===== src/rtl/seq_divider_pkg.sv =====
// seq_divider_pkg: shared state encodings and constants for the sequential divider
package seq_divider_pkg;
  localparam int DIV_WIDTH = 32;
  localparam int DIV_CNT_W = 5;
  localparam logic [DIV_WIDTH-1:0] INT_MIN = 32'h8000_0000;
  typedef enum logic [1:0] {
    S_IDLE = 2'd0,
    S_RUN  = 2'd1,
    S_FIN  = 2'd2
  } state_t;
endpackage


===== src/rtl/div_sub_step.sv =====
// div_sub_step: trial subtraction a - b computed as a + ~b + 1 with borrow detect
module div_sub_step #(
  parameter int WIDTH = 33
) (
  input  logic [WIDTH-1:0] a,
  input  logic [WIDTH-1:0] b,
  output logic [WIDTH-1:0] diff,
  output logic             no_borrow
);
  assign {no_borrow, diff} = {1'b0, a} + {1'b0, ~b} + {{WIDTH{1'b0}}, 1'b1};
endmodule


===== src/rtl/seq_divider.sv =====
// seq_divider: multicycle signed restoring divider, one quotient bit per cycle
module seq_divider
  import seq_divider_pkg::*;
#(
  parameter int WIDTH = DIV_WIDTH,
  parameter int CNT_W = DIV_CNT_W
) (
  input  logic             clock,
  input  logic             resetn,
  input  logic             ctrl_DIV,
  input  logic [WIDTH-1:0] data_operandA,
  input  logic [WIDTH-1:0] data_operandB,
  output logic [WIDTH-1:0] data_quotient,
  output logic [WIDTH-1:0] data_remainder,
  output logic             data_exception,
  output logic             data_resultRDY,
  output logic             busy
);
  state_t state, state_nx;
  logic [CNT_W-1:0] cnt;
  logic [WIDTH-1:0] rem, dvd, divisor, a_mag, b_mag;
  logic sign_a, sign_b, div_zero, ovf;
  logic [WIDTH:0] trial;
  logic no_borrow, take;
  assign a_mag = data_operandA[WIDTH-1] ? -data_operandA : data_operandA;
  assign b_mag = data_operandB[WIDTH-1] ? -data_operandB : data_operandB;
  assign take = no_borrow & ~trial[WIDTH];
  div_sub_step #(.WIDTH(WIDTH + 1)) u_step (
    .a        ({rem, dvd[WIDTH-1]}),
    .b        ({1'b0, divisor}),
    .diff     (trial),
    .no_borrow(no_borrow)
  );
  // state register
  always_ff @(posedge clock or negedge resetn)
    if (!resetn) state <= S_IDLE;
    else state <= state_nx;
  // next state: fixed-length run, no early exit
  always_comb begin
    state_nx = (state == S_IDLE) ? (ctrl_DIV ? S_RUN : S_IDLE) :
               (state == S_RUN)  ? ((cnt == CNT_W'(WIDTH - 1)) ? S_FIN : S_RUN) : S_IDLE;
  end
  // busy covers every non-idle cycle
  always_comb begin
    busy = state != S_IDLE;
  end
  // operand capture, shift-subtract iteration and signed result fix-up
  always_ff @(posedge clock or negedge resetn) begin
    if (!resetn) begin
      cnt            <= '0;
      rem            <= '0;
      dvd            <= '0;
      divisor        <= '0;
      sign_a         <= 1'b0;
      sign_b         <= 1'b0;
      div_zero       <= 1'b0;
      ovf            <= 1'b0;
      data_quotient  <= '0;
      data_remainder <= '0;
      data_exception <= 1'b0;
      data_resultRDY <= 1'b0;
    end else begin
      data_resultRDY <= 1'b0;
      case (state)
        S_IDLE: if (ctrl_DIV) begin
          dvd      <= a_mag;
          divisor  <= b_mag;
          rem      <= '0;
          cnt      <= '0;
          sign_a   <= data_operandA[WIDTH-1];
          sign_b   <= data_operandB[WIDTH-1];
          div_zero <= data_operandB == '0;
          ovf      <= (data_operandA == INT_MIN) && (&data_operandB);
        end
        S_RUN: begin
          rem <= take ? trial[WIDTH-1:0] : {rem[WIDTH-2:0], dvd[WIDTH-1]};
          dvd <= {dvd[WIDTH-2:0], take};
          cnt <= cnt + 1'b1;
        end
        S_FIN: begin
          data_resultRDY <= 1'b1;
          data_exception <= div_zero | ovf;
          data_quotient  <= div_zero ? '0 : ovf ? INT_MIN : (sign_a ^ sign_b) ? -dvd : dvd;
          data_remainder <= (div_zero | ovf) ? '0 : sign_a ? -rem : rem;
        end
        default: ;
      endcase
    end
  end
endmodule


===== config.mk =====
export PLATFORM = sky130hd
export DESIGN_NAME = seq_divider
export DESIGN_NICKNAME = d
export VERILOG_FILES = /design/src/rtl/seq_divider_pkg.sv /design/src/rtl/div_sub_step.sv /design/src/rtl/seq_divider.sv
export SDC_FILE = /design/constraint.sdc
export NUM_CORES = 1
export LEC_CHECK = 0
export BUFFER_PORTS_ARGS = -buffer_cell sky130_fd_sc_hd__buf_2
export CAP_MARGIN = 20
export CORE_MARGIN = 4
export CORE_UTILIZATION = 35
export CTS_CLUSTER_SIZE = 14
export DETAILED_ROUTE_END_ITERATION = 6
export PLACE_DENSITY = 0.57
export SLEW_MARGIN = 5
export SYNTH_ARGS = -nofsm -noshare
export SYNTH_HDL_FRONTEND = slang
export SYNTH_HIERARCHICAL = 1
export SYNTH_SLANG_ARGS = --single-unit

===== constraint.sdc =====
create_clock -name clock -period 3.6 [get_ports clock]
set_clock_uncertainty 0.1 [all_clocks]
set_input_delay 0.36 -clock clock [delete_from_list [all_inputs] [get_ports clock]]
set_output_delay 0.36 -clock clock [all_outputs]
set_load 0.005 [all_outputs]

==> qor.txt <==
area of placed instances: 13070 µm²
YS warnings: 6
cell taking the most area after synthesis: dfrtp_1
critical path data arrival time: 3.68 ns
CP max FO: 12
total of max-cap violations: 0
chip height: 191.6 µm
pre-CTS setup slack: -0.02684 ns
gr ovfl total: 0
DP HPWL: 25.91 mm
CP startpoint kind: flip-flop
Worst R2R Start: dvd[31]$_DFFE_PN0P_
Final TNS setup: 0 ns
Final Cell Area: 13800 µm²
final slew viol count: 0
Post-Syn Area per Cell: 8.494 µm²
wire per inst: 17.87 µm
clk_lat worst skew: 0.45 ns
Async S/R FF share, synth: 100.0%
layout cells sized above 1: 15.61%
ys flop type: dfrtp_1
Ant. Diodes: 0
fin crit share: 97.18%
Finished Layout Cells: 1960
Total Power: 13.84 mW
clk root buf: clkbuf_16
total placed cells including tap cells: 1924
DRC: 0
PwrDens: 1003 nW/µm²
CP Capture Type: flip-flop
FP Rows: 66
DRT iter0 DRCs: 711
area grow syn2layout: 16.97%
type of the worst setup path: reg2reg
post-route setup slack: 0.1016 ns
most common cell in the netlist: o21ai_0
vias per cell: 5.424
CP delay by family, top: simple AND/OR/NAND/NOR gates
fillers: 3417
DIE WIDTH: 191.6 µm
Clock transition at path regs: 0.07 ns
final setup violating endpoints: 0
critical path startpoint: dvd[31]$_DFFE_PN0P_
first-pass GRT wire length: 55.96 mm
Yosys cell types: 67
Hold Crit Start: data_operandA[15]
largest net degree at the start of global routing: 77
drt pass-1 iters: 6
total wire length: 35.03 mm
vias in the first global route: 10.01k
final hold violations: 0
initial core utilization: 35.90%
Slew HR: 39.83%
Slowest-stage cell, CP: or4_1
Worst Tran Pin Value: 0.9025 ns
Post-synth EDFFs: 0
final net count: 1615
routed via count: 10.63k
CTS tree: done
Worst Path Required: 3.79 ns
WHS: 0.1079 ns
I/O pin count: 134
clk sink count: 173
crit path time final: 3.498 ns
initial antenna violation count: 2
sequential area share after synthesis: 36.70%
CORE AREA: 32870 µm²
CP Cell Sequence: inv_1, ha_1, inv_1, fa_2, a211oi_2, o21ai_2, and3_1, and4bb_1, o21ai_1, or4_1, and3_4, nor2b_4, buf_12, clkbuf_16, mux2i_1, o21ai_0
Mapped Cells: 1389
top cell type's share of synthesized area: 36.70%
clk buf depth: 2
Post-Route Utilization: 41.99%
Routed Antenna Nets: 0
H-tree depth: 4
min-delay worst type: in2reg
Leak: 6.003 nW
worst path bufs/invs: 4
Cell Area, Synth: 11800 µm²
Final GP Congestion: 0.8929
Seq cells post-synth: 173
CP max stage delay: 0.42 ns
VDD IR-drop max: 0.4724 mV
status: finished clean
cell mode on critical path: inv_1
syn nets: 1497
total CTS buffers: 17
Fmax: 285.8 MHz
top post-synthesis cells by area: dfrtp_1 (37%), o21ai_0 (7.8%), xor2_1 (5.4%)
top cells by count, synth: o21ai_0 (183), dfrtp_1 (173), nand2_1 (164)
die area: 36710 µm²
total track usage: 18.93%
Port Buffers: 133
## flip-flops by register name, indices dropped and copies added, names as in the netlist
name and cells:
state 2, data_remainder 32, sign_b 1, sign_a 1, cnt 5, rem 32
div_zero 1, data_resultRDY 1, dvd 32, ovf 1, data_exception 1, data_quotient 32
divisor 32
## placed cells by master (no fill, tap or decap), types with 23 or more instances in the layout
cell type	synthesis	layout
a21oi_1	61	60
buf_2	0	132
buf_4	0	40
dfrtp_1	173	173
ha_1	40	40
inv_1	60	60
mux2i_1	54	54
nand2_1	164	164
nand3_1	49	49
nand4_1	23	23
nor2_1	53	52
nor2b_1	27	25
nor3_1	24	24
nor4_1	28	28
o21ai_0	183	181
o31ai_1	29	29
xnor2_1	51	51
xor2_1	73	73
## metal layers
| metal | up-vias | global-route usage [%] | part of all wire [%] |
|---|---|---|---|
| met5 | - | 0 | 0.063 |
| met4 | 4 | 3.398 | 0.66 |
| met3 | 21 | 2.635 | 6.1 |
| met2 | 302 | 27.15 | 42 |
| met1 | 5039 | 30.34 | 51 |
| li1 | 5265 | - | - |
## layout make-up
class	count	area [µm²]	area share, %
tap	442	553.0	4.008
inverter	61	229.0	1.659
clock buffer	18	429.2	3.110
timing repair buffer	181	1137	8.242
sequential	173	4329	31.37
clock inverter	12	163.9	1.188
multi-input combinational	1073	6958	50.42
## path summary, 6_finish.rpt
kind / end / slack, ns / depth (start not counted)
max: rem[27]$_DFFE_PN0P_ / 0.10 / 16
min: dvd[15]$_DFFE_PN0P_ / 0.11 / 3
max reg2reg: rem[27]$_DFFE_PN0P_ / 0.10 / 16
min reg2reg: data_remainder[23]$_DFFE_PN0P_ / 0.37 / 2
max in group asynchronous: data_remainder[11]$_DFFE_PN0P_ / 2.14 / 3
min in group asynchronous: dvd[12]$_DFFE_PN0P_ / 0.42 / 2
## what timing repair did
action | in CTS | in global routing
gates resized for setup | 1 | 6
pin swaps | 0 | 1
gates cloned | 0 | 3
endpoints found under the setup margin | 14 | 30
setup buffers | 0 | 2
hold endpoints to repair | 73 | 0
hold buffers | 1 | 0
## kinds of logic (layout without fill, tap and decap cells)
kind of cell | count (synthesis) | in the layout | share of synthesized area [%]
flip-flops | 173 | 173 | 36.70
other | 1 | 1 | 0.03179
XOR/XNOR | 124 | 124 | 9.206
multiplexers | 55 | 55 | 4.677
adder cells (fa/ha/maj) | 41 | 41 | 4.412
AO/OA/AOI/OAI | 400 | 400 | 20.81
buffers and inverters | 143 | 272 | 4.688
AND/OR/NAND/NOR | 452 | 452 | 19.48
## power breakdown
| part | internal (mW) | switching [mW] | total, mW |
|---|---|---|---|
| clock | 1.10 | 0.859 | 1.95 |
| sequential | 2.63 | 0.816 | 3.44 |
| combinational | 3.69 | 4.76 | 8.44 |
| total | 7.41 | 6.43 | 13.8 |
## worst reg2reg max path: stages, from the launching register on
cell and delay (ns):
dfrtp_1 0.37, inv_1 0.05, ha_1 0.16, inv_1 0.06, fa_2 0.35, a211oi_2 0.26
o21ai_2 0.11, and3_1 0.15, and4bb_1 0.27, o21ai_1 0.10, or4_1 0.42, and3_4 0.17
nor2b_4 0.17, buf_12 0.15, clkbuf_16 0.18, mux2i_1 0.18, o21ai_0 0.08
Note: power is estimated with default switching activity, not from simulation.
